**src/rtl/sram_pkg.sv**
```systemverilog
// Shared constants, state encoding and pin bundle for the external SRAM arbiter.
package sram_pkg;

  localparam int SRAM_AW       = 20;
  localparam int SRAM_DW       = 32;
  localparam int SRAM_BW       = SRAM_DW / 8;
  localparam int RD_CYCLES_DEF = 2;
  localparam int WR_CYCLES_DEF = 2;

  localparam logic PORT_IF = 1'b0;
  localparam logic PORT_D  = 1'b1;

  typedef enum logic [2:0] {
    ST_IDLE      = 3'd0,
    ST_RD_STROBE = 3'd1,
    ST_RD_END    = 3'd2,
    ST_WR_SETUP  = 3'd3,
    ST_WR_STROBE = 3'd4,
    ST_WR_HOLD   = 3'd5
  } state_e;

  typedef struct packed {
    logic [SRAM_AW-1:0] addr;
    logic [SRAM_DW-1:0] dout;
    logic [SRAM_BW-1:0] be_n;
    logic               ce_n;
    logic               oe_n;
    logic               we_n;
    logic               dout_oe;
  } pins_t;

  localparam pins_t PINS_RESET = '{
    addr:    '0,
    dout:    '0,
    be_n:    '1,
    ce_n:    1'b1,
    oe_n:    1'b1,
    we_n:    1'b1,
    dout_oe: 1'b0
  };

  // Strobe counter only has to reach the longer of the two strobe lengths minus one.
  function automatic int cnt_width(int rd_cycles, int wr_cycles);
    int longest;
    longest = (rd_cycles > wr_cycles) ? rd_cycles : wr_cycles;
    return (longest < 2) ? 1 : $clog2(longest);
  endfunction

endpackage

```
**src/rtl/sram_rr_arbiter2.sv**
```systemverilog
// Two-input round-robin grant: combinational choice, last winner remembered on accept.
module sram_rr_arbiter2
  import sram_pkg::*;
(
  input  logic clk,
  input  logic rst,
  input  logic i_req_if,
  input  logic i_req_d,
  input  logic i_accept,
  output logic o_gnt_valid,
  output logic o_gnt_port
);

  logic r_last_grant;

  always_comb begin
    o_gnt_valid = i_req_if | i_req_d;
    o_gnt_port  = PORT_IF;
    if (i_req_if && i_req_d) begin
      o_gnt_port = ~r_last_grant;
    end else if (i_req_d) begin
      o_gnt_port = PORT_D;
    end
  end

  // Starting from "fetch won last" makes the first tie after reset go to data.
  always_ff @(posedge clk or posedge rst) begin
    if (rst) begin
      r_last_grant <= PORT_IF;
    end else if (i_accept && o_gnt_valid) begin
      r_last_grant <= o_gnt_port;
    end
  end

endmodule

```
**src/rtl/sram_arbiter.sv**
```systemverilog
// Fetch/data arbiter and access sequencer for one asynchronous 32-bit SRAM.
// Every pin and done pulse is a flop; tristate buffering lives one level up.
module sram_arbiter
  import sram_pkg::*;
#(
  parameter int RD_CYCLES = RD_CYCLES_DEF,
  parameter int WR_CYCLES = WR_CYCLES_DEF
) (
  input  logic               clk,
  input  logic               rst,
  input  logic               i_if_req,
  input  logic [SRAM_AW-1:0] i_if_addr,
  output logic               o_if_done,
  output logic [SRAM_DW-1:0] o_if_rdata,
  input  logic               i_d_req,
  input  logic               i_d_we,
  input  logic [SRAM_AW-1:0] i_d_addr,
  input  logic [SRAM_BW-1:0] i_d_be,
  input  logic [SRAM_DW-1:0] i_d_wdata,
  output logic               o_d_done,
  output logic [SRAM_DW-1:0] o_d_rdata,
  output logic [SRAM_AW-1:0] o_sram_addr,
  input  logic [SRAM_DW-1:0] i_sram_din,
  output logic [SRAM_DW-1:0] o_sram_dout,
  output logic               o_sram_dout_oe,
  output logic               o_sram_ce_n,
  output logic               o_sram_oe_n,
  output logic               o_sram_we_n,
  output logic [SRAM_BW-1:0] o_sram_be_n
);

  localparam int               CNT_W   = cnt_width(RD_CYCLES, WR_CYCLES);
  localparam logic [CNT_W-1:0] RD_LAST = CNT_W'(RD_CYCLES - 1);
  localparam logic [CNT_W-1:0] WR_LAST = CNT_W'(WR_CYCLES - 1);

  state_e             r_state,    w_state_nxt;
  logic [CNT_W-1:0]   r_cnt,      w_cnt_nxt;
  pins_t              r_pins,     w_pins_nxt;
  logic               r_port,     w_port_nxt;
  logic               r_if_done,  w_if_done_nxt;
  logic               r_d_done,   w_d_done_nxt;
  logic [SRAM_DW-1:0] r_if_rdata, w_if_rdata_nxt;
  logic [SRAM_DW-1:0] r_d_rdata,  w_d_rdata_nxt;

  logic w_gnt_valid;
  logic w_gnt_port;
  logic w_accept;

  assign w_accept = (r_state == ST_IDLE);

  sram_rr_arbiter2 u_rr (
    .clk         (clk),
    .rst         (rst),
    .i_req_if    (i_if_req),
    .i_req_d     (i_d_req),
    .i_accept    (w_accept),
    .o_gnt_valid (w_gnt_valid),
    .o_gnt_port  (w_gnt_port)
  );

  always_comb begin
    // NOTE: every signal gets its hold value first so no path through the case infers a latch.
    w_state_nxt    = r_state;
    w_cnt_nxt      = r_cnt;
    w_pins_nxt     = r_pins;
    w_port_nxt     = r_port;
    w_if_done_nxt  = 1'b0;
    w_d_done_nxt   = 1'b0;
    w_if_rdata_nxt = r_if_rdata;
    w_d_rdata_nxt  = r_d_rdata;

    unique case (r_state)
      ST_IDLE: begin
        w_pins_nxt.ce_n    = 1'b1;
        w_pins_nxt.oe_n    = 1'b1;
        w_pins_nxt.we_n    = 1'b1;
        w_pins_nxt.dout_oe = 1'b0;
        w_pins_nxt.be_n    = '1;
        if (w_gnt_valid) begin
          w_port_nxt      = w_gnt_port;
          w_cnt_nxt       = '0;
          w_pins_nxt.ce_n = 1'b0;
          w_pins_nxt.addr = (w_gnt_port == PORT_D) ? i_d_addr : i_if_addr;
          // Fetch never writes, whatever d_we happens to be.
          if ((w_gnt_port == PORT_D) && i_d_we) begin
            w_state_nxt        = ST_WR_SETUP;
            w_pins_nxt.dout    = i_d_wdata;
            w_pins_nxt.be_n    = ~i_d_be;
            w_pins_nxt.dout_oe = 1'b1;
          end else begin
            w_state_nxt     = ST_RD_STROBE;
            w_pins_nxt.oe_n = 1'b0;
            w_pins_nxt.be_n = '0;
          end
        end
      end

      ST_RD_STROBE: begin
        if (r_cnt == RD_LAST) begin
          w_state_nxt     = ST_RD_END;
          w_pins_nxt.ce_n = 1'b1;
          w_pins_nxt.oe_n = 1'b1;
          w_pins_nxt.be_n = '1;
          if (r_port == PORT_D) begin
            w_d_rdata_nxt = i_sram_din;
            w_d_done_nxt  = 1'b1;
          end else begin
            w_if_rdata_nxt = i_sram_din;
            w_if_done_nxt  = 1'b1;
          end
        end else begin
          w_cnt_nxt = r_cnt + 1'b1;
        end
      end

      ST_RD_END: begin
        w_state_nxt = ST_IDLE;
      end

      ST_WR_SETUP: begin
        w_state_nxt     = ST_WR_STROBE;
        w_cnt_nxt       = '0;
        w_pins_nxt.we_n = 1'b0;
      end

      ST_WR_STROBE: begin
        if (r_cnt == WR_LAST) begin
          w_state_nxt     = ST_WR_HOLD;
          w_pins_nxt.we_n = 1'b1;
          w_pins_nxt.ce_n = 1'b1;
          w_d_done_nxt    = 1'b1;
        end else begin
          w_cnt_nxt = r_cnt + 1'b1;
        end
      end

      ST_WR_HOLD: begin
        // Data stays driven through hold so it outlasts the we_n rising edge.
        w_state_nxt        = ST_IDLE;
        w_pins_nxt.dout_oe = 1'b0;
        w_pins_nxt.be_n    = '1;
      end

      default: begin
        w_state_nxt = ST_IDLE;
      end
    endcase
  end

  always_ff @(posedge clk or posedge rst) begin
    if (rst) begin
      r_state    <= ST_IDLE;
      r_cnt      <= '0;
      r_pins     <= PINS_RESET;
      r_port     <= PORT_IF;
      r_if_done  <= 1'b0;
      r_d_done   <= 1'b0;
      r_if_rdata <= '0;
      r_d_rdata  <= '0;
    end else begin
      r_state    <= w_state_nxt;
      r_cnt      <= w_cnt_nxt;
      r_pins     <= w_pins_nxt;
      r_port     <= w_port_nxt;
      r_if_done  <= w_if_done_nxt;
      r_d_done   <= w_d_done_nxt;
      r_if_rdata <= w_if_rdata_nxt;
      r_d_rdata  <= w_d_rdata_nxt;
    end
  end

  assign o_if_done      = r_if_done;
  assign o_if_rdata     = r_if_rdata;
  assign o_d_done       = r_d_done;
  assign o_d_rdata      = r_d_rdata;
  assign o_sram_addr    = r_pins.addr;
  assign o_sram_dout    = r_pins.dout;
  assign o_sram_dout_oe = r_pins.dout_oe;
  assign o_sram_ce_n    = r_pins.ce_n;
  assign o_sram_oe_n    = r_pins.oe_n;
  assign o_sram_we_n    = r_pins.we_n;
  assign o_sram_be_n    = r_pins.be_n;

endmodule

```
**config.mk**
```make
export PLATFORM = sky130hd
export DESIGN_NAME = sram_arbiter
export DESIGN_NICKNAME = d
export VERILOG_FILES = /design/src/rtl/sram_pkg.sv /design/src/rtl/sram_rr_arbiter2.sv /design/src/rtl/sram_arbiter.sv
export SDC_FILE = /design/constraint.sdc
export NUM_CORES = 1
export LEC_CHECK = 0
export ABC_CLOCK_PERIOD_IN_PS = 3780
export CORE_MARGIN = 3
export CORE_UTILIZATION = 37
export CTS_CLUSTER_SIZE = 40
export DETAILED_ROUTE_END_ITERATION = 8
export PLACE_DENSITY = 0.88
export SYNTH_ARGS = -nofsm -noshare
export SYNTH_HDL_FRONTEND = slang
export SYNTH_SLANG_ARGS = --single-unit
```
**constraint.sdc**
```tcl
create_clock -name clk -period 3.78 [get_ports clk]
set_input_delay 0.567 -clock clk [delete_from_list [all_inputs] [get_ports clk]]
set_output_delay 0.567 -clock clk [all_outputs]
set_load 0.005 [all_outputs]
```
==> metrics.md <==
| Metric | Value |
|---|---|
| Starting Density | `0.386` |
| Fillers | `964` |
| Drt initial violations | `around 190` |
| Synth area leader | `dfrtp_1` |
| Syn_area_per_cell | `about 15 um2` |
| CTS tree | `yes` |
| Nets | `roughly 700` |
| Dominant synthesized flop cell | `dfrtp_1` |
| Post-Layout Cell Count | `between 700 and 800` |
| Worst hold path stage count | `1` |
| Asr flop ratio synth | `1.00` |
| Outcome | `finished, final reports clean` |
| Seq cells post-synth | `between 100 and 150` |
| Die H | `125 um` |
| Post-synth top area share | `0.596` |
| Clock tree root driver cell | `clkbuf_16` |
| Critical-path maximum fanout | `33` |
| Startpoint Class | `primary input` |
| Vias per std cell | `roughly 5` |
| CP max stage delay | `approximately 0.66 ns` |
| Leak | `~3.4 nW` |
| Wire per inst | `~18 um` |
| Grt ovf | `0` |
| H-tree depth | `4` |
| Most common cell after layout, fill and taps aside | `clkdlybuf4s50_1` |
| CP Data Required Time | `roughly 4.1 ns` |
| First-pass GRT wire length | `roughly 22000 um` |
| Slowest CP cell | `nand3_2` |
| Placed cells | `between 700 and 800` |
| Worst hold slack | `about 0.48 ns` |
| Core Box Area | `13500 um2` |
| Via Count | `3818` |
| Post-CTS setup buffers | `0` |
| Final setup TNS | `0 ns` |
| Die X | `125 um` |
| Post-synth cell types | `36` |
| Cts hold-fix bufs | `0` |
| CP Class | `in -> reg` |
| VDD IR max | `between 0.3 and 0.4 mV` |
| Placed cell area | `between 7000 and 8000 um2` |
| WP data arrival | `about 2.7 ns` |
| Count of pins over their slew limit | `0` |
| Layout Utilization | `0.618` |
| Hold Crit Class | `reg -> reg` |
| Mapped Area | `approximately 5200 um2` |
| Post-Synthesis Cells | `around 340` |
| Antenna violations before repair | `0` |
| Dpl ws | `between 0.9 and 1 ns` |
| Relative slew margins | `0.461` |
| Skew-Pair Late Insertion Delay | `between 0.4 and 0.5 ns` |
| DRT Wirelength | `between 10000 and 15000 um` |
| Max frequency | `416 MHz` |
| Final instance area | `roughly 8300 um2` |
| CTS Buf Count | `17` |
| Share of layout cells above drive strength 1 | `0.261` |
| Clock transition at path regs | `0.05 ns` |
| Power per cell area | `approximately 860 nW/um2` |
| Seq/Total Area, Yosys | `0.631` |
| Post-CTS sizing | `0` |
| Hpwl dp | `9750 um` |
| Max-cap violations | `0` |
| Worst slew pin tran | `0.807 ns` |
| EDFF count, synth | `0` |
| Vias in the first global route | `approximately 4200` |
| Clock Sinks | `approximately 130` |
| Routed Antenna Nets | `0` |
| First drt pass iteration count | `4` |
| Die area | `15500 um2` |
| Row count | `42` |
| Worst reg2reg path depth | `3` |
| Area delta synth->final | `60.2%` |
| Critical path endpoint category | `register` |
| Port buffer count | `around 240` |
| R2r setup slk | `~1.5 ns` |
| Final GP Congestion | `0.738` |
| Top Ports | `around 240` |
| Fin crit share | `0.636` |
| Synth Warn # | `0` |
| Fin worst setup slack | `between 1 and 1.5 ns` |
| Setup violators final | `0` |
| RSZ-0062 raised after global routing | `no` |
| ANT cells | `0` |
| Tot GR Track Use | `0.177` |
| Total power | `7.18 mW` |
| Syn_nets | `between 400 and 500` |
| Fin crit period | `between 2 and 2.5 ns` |
| Clk buf depth | `2` |
| Setup Skew | `a little under 0.005 ns` |
| Final hold vios | `0` |
| Most frequent cells in the layout | `238 x clkdlybuf4s50_1, 124 x dfrtp_1, 85 x mux2_2` |
| DRC Markers | `0` |
| Synth area leaders | `dfrtp_1 60%, mux2_2 18%, o221a_2 4.3%` |
| Worst path cell trace | `clkdlybuf4s50_1 -> a21boi_2 -> nand3_2 -> mux2_2` |
| Largest net degree at the start of global routing | `between 60 and 70` |
registers in the layout, indices dropped and copies added, names as in the netlist, 3 cells and up:
| signal | cells |
|---|---|
| r_state | 3 |
| o_sram_dout | 32 |
| o_if_rdata | 32 |
| o_sram_addr | 20 |
| o_d_rdata | 32 |
| o_sram_be_n | 4 |
critical path, delay by kind of cell:
family                 cells  cell delay [ns]
AOI/OAI and AO/OA          1             0.33
and+or+nand+nor            1             0.66
buffers and inverters      1             0.56
muxes                      1             0.54
routing by layer:
layer  global-route usage  wire length (um)  vias up
met1                0.212              5680     1908
met5                    0                 0        -
li1                     -                 -     1747
met4               0.0477               191        0
met2                0.300              6880      149
met3               0.0660               932       14
report_power, final:
| part | switching (mW) | internal (mW) | total (mW) |
|---|---|---|---|
| clock | 0.584 | 1.04 | 1.62 |
| combinational | 0.975 | 2.00 | 2.97 |
| sequential | 0.439 | 2.14 | 2.58 |
| total | 2.00 | 5.18 | 7.18 |
cell families (layout without fill, tap and decap cells):
kind of cell	after synthesis	after routing	share of synthesized area
buffers and inverters	23	276	0.0214
and+or+nand+nor	51	51	0.0661
DFF	131	131	0.631
muxes	96	96	0.208
AOI/OAI and AO/OA	43	43	0.0738
synthesized netlist by cell type, types with 4 or more instances:
| cell type | n |
|---|---|
| nand2b_1 | 5 |
| nand3b_1 | 5 |
| o221a_2 | 20 |
| clkbuf_1 | 7 |
| nor2_1 | 4 |
| dfrtp_1 | 124 |
| mux2_2 | 85 |
| a2bb2oi_1 | 4 |
| mux2_1 | 11 |
| a21oi_1 | 8 |
| dfstp_2 | 7 |
| or3_1 | 20 |
| buf_2 | 11 |
final cells by class:
| type | instances | area, um2 | area share |
|---|---|---|---|
| Inverter | 2 | 11.3 | 0.00135 |
| Tap cell | 176 | 220 | 0.0264 |
| Multi-Input combinational cell | 190 | 1810 | 0.217 |
| Clock inverter | 9 | 103 | 0.0123 |
| Timing Repair Buffer | 242 | 2420 | 0.291 |
| Sequential cell | 131 | 3290 | 0.394 |
| Clock buffer | 23 | 488 | 0.0585 |
final timing paths:
path	end	startpoint
setup / recovery	o_sram_dout[13]$_DFFE_PP0P_	i_d_req
hold / removal	o_if_rdata[13]$_DFFE_PP0P_	o_if_rdata[13]$_DFFE_PP0P_
setup reg to reg	o_sram_dout[13]$_DFFE_PP0P_	r_state[1]$_DFFE_PP0P_
hold reg to reg	o_if_rdata[13]$_DFFE_PP0P_	o_if_rdata[13]$_DFFE_PP0P_
max in group asynchronous	o_if_rdata[0]$_DFFE_PP0P_	rst
min in group asynchronous	o_sram_dout[27]$_DFFE_PP0P_	rst
No activity file was read; power rests on OpenSTA's default activity.
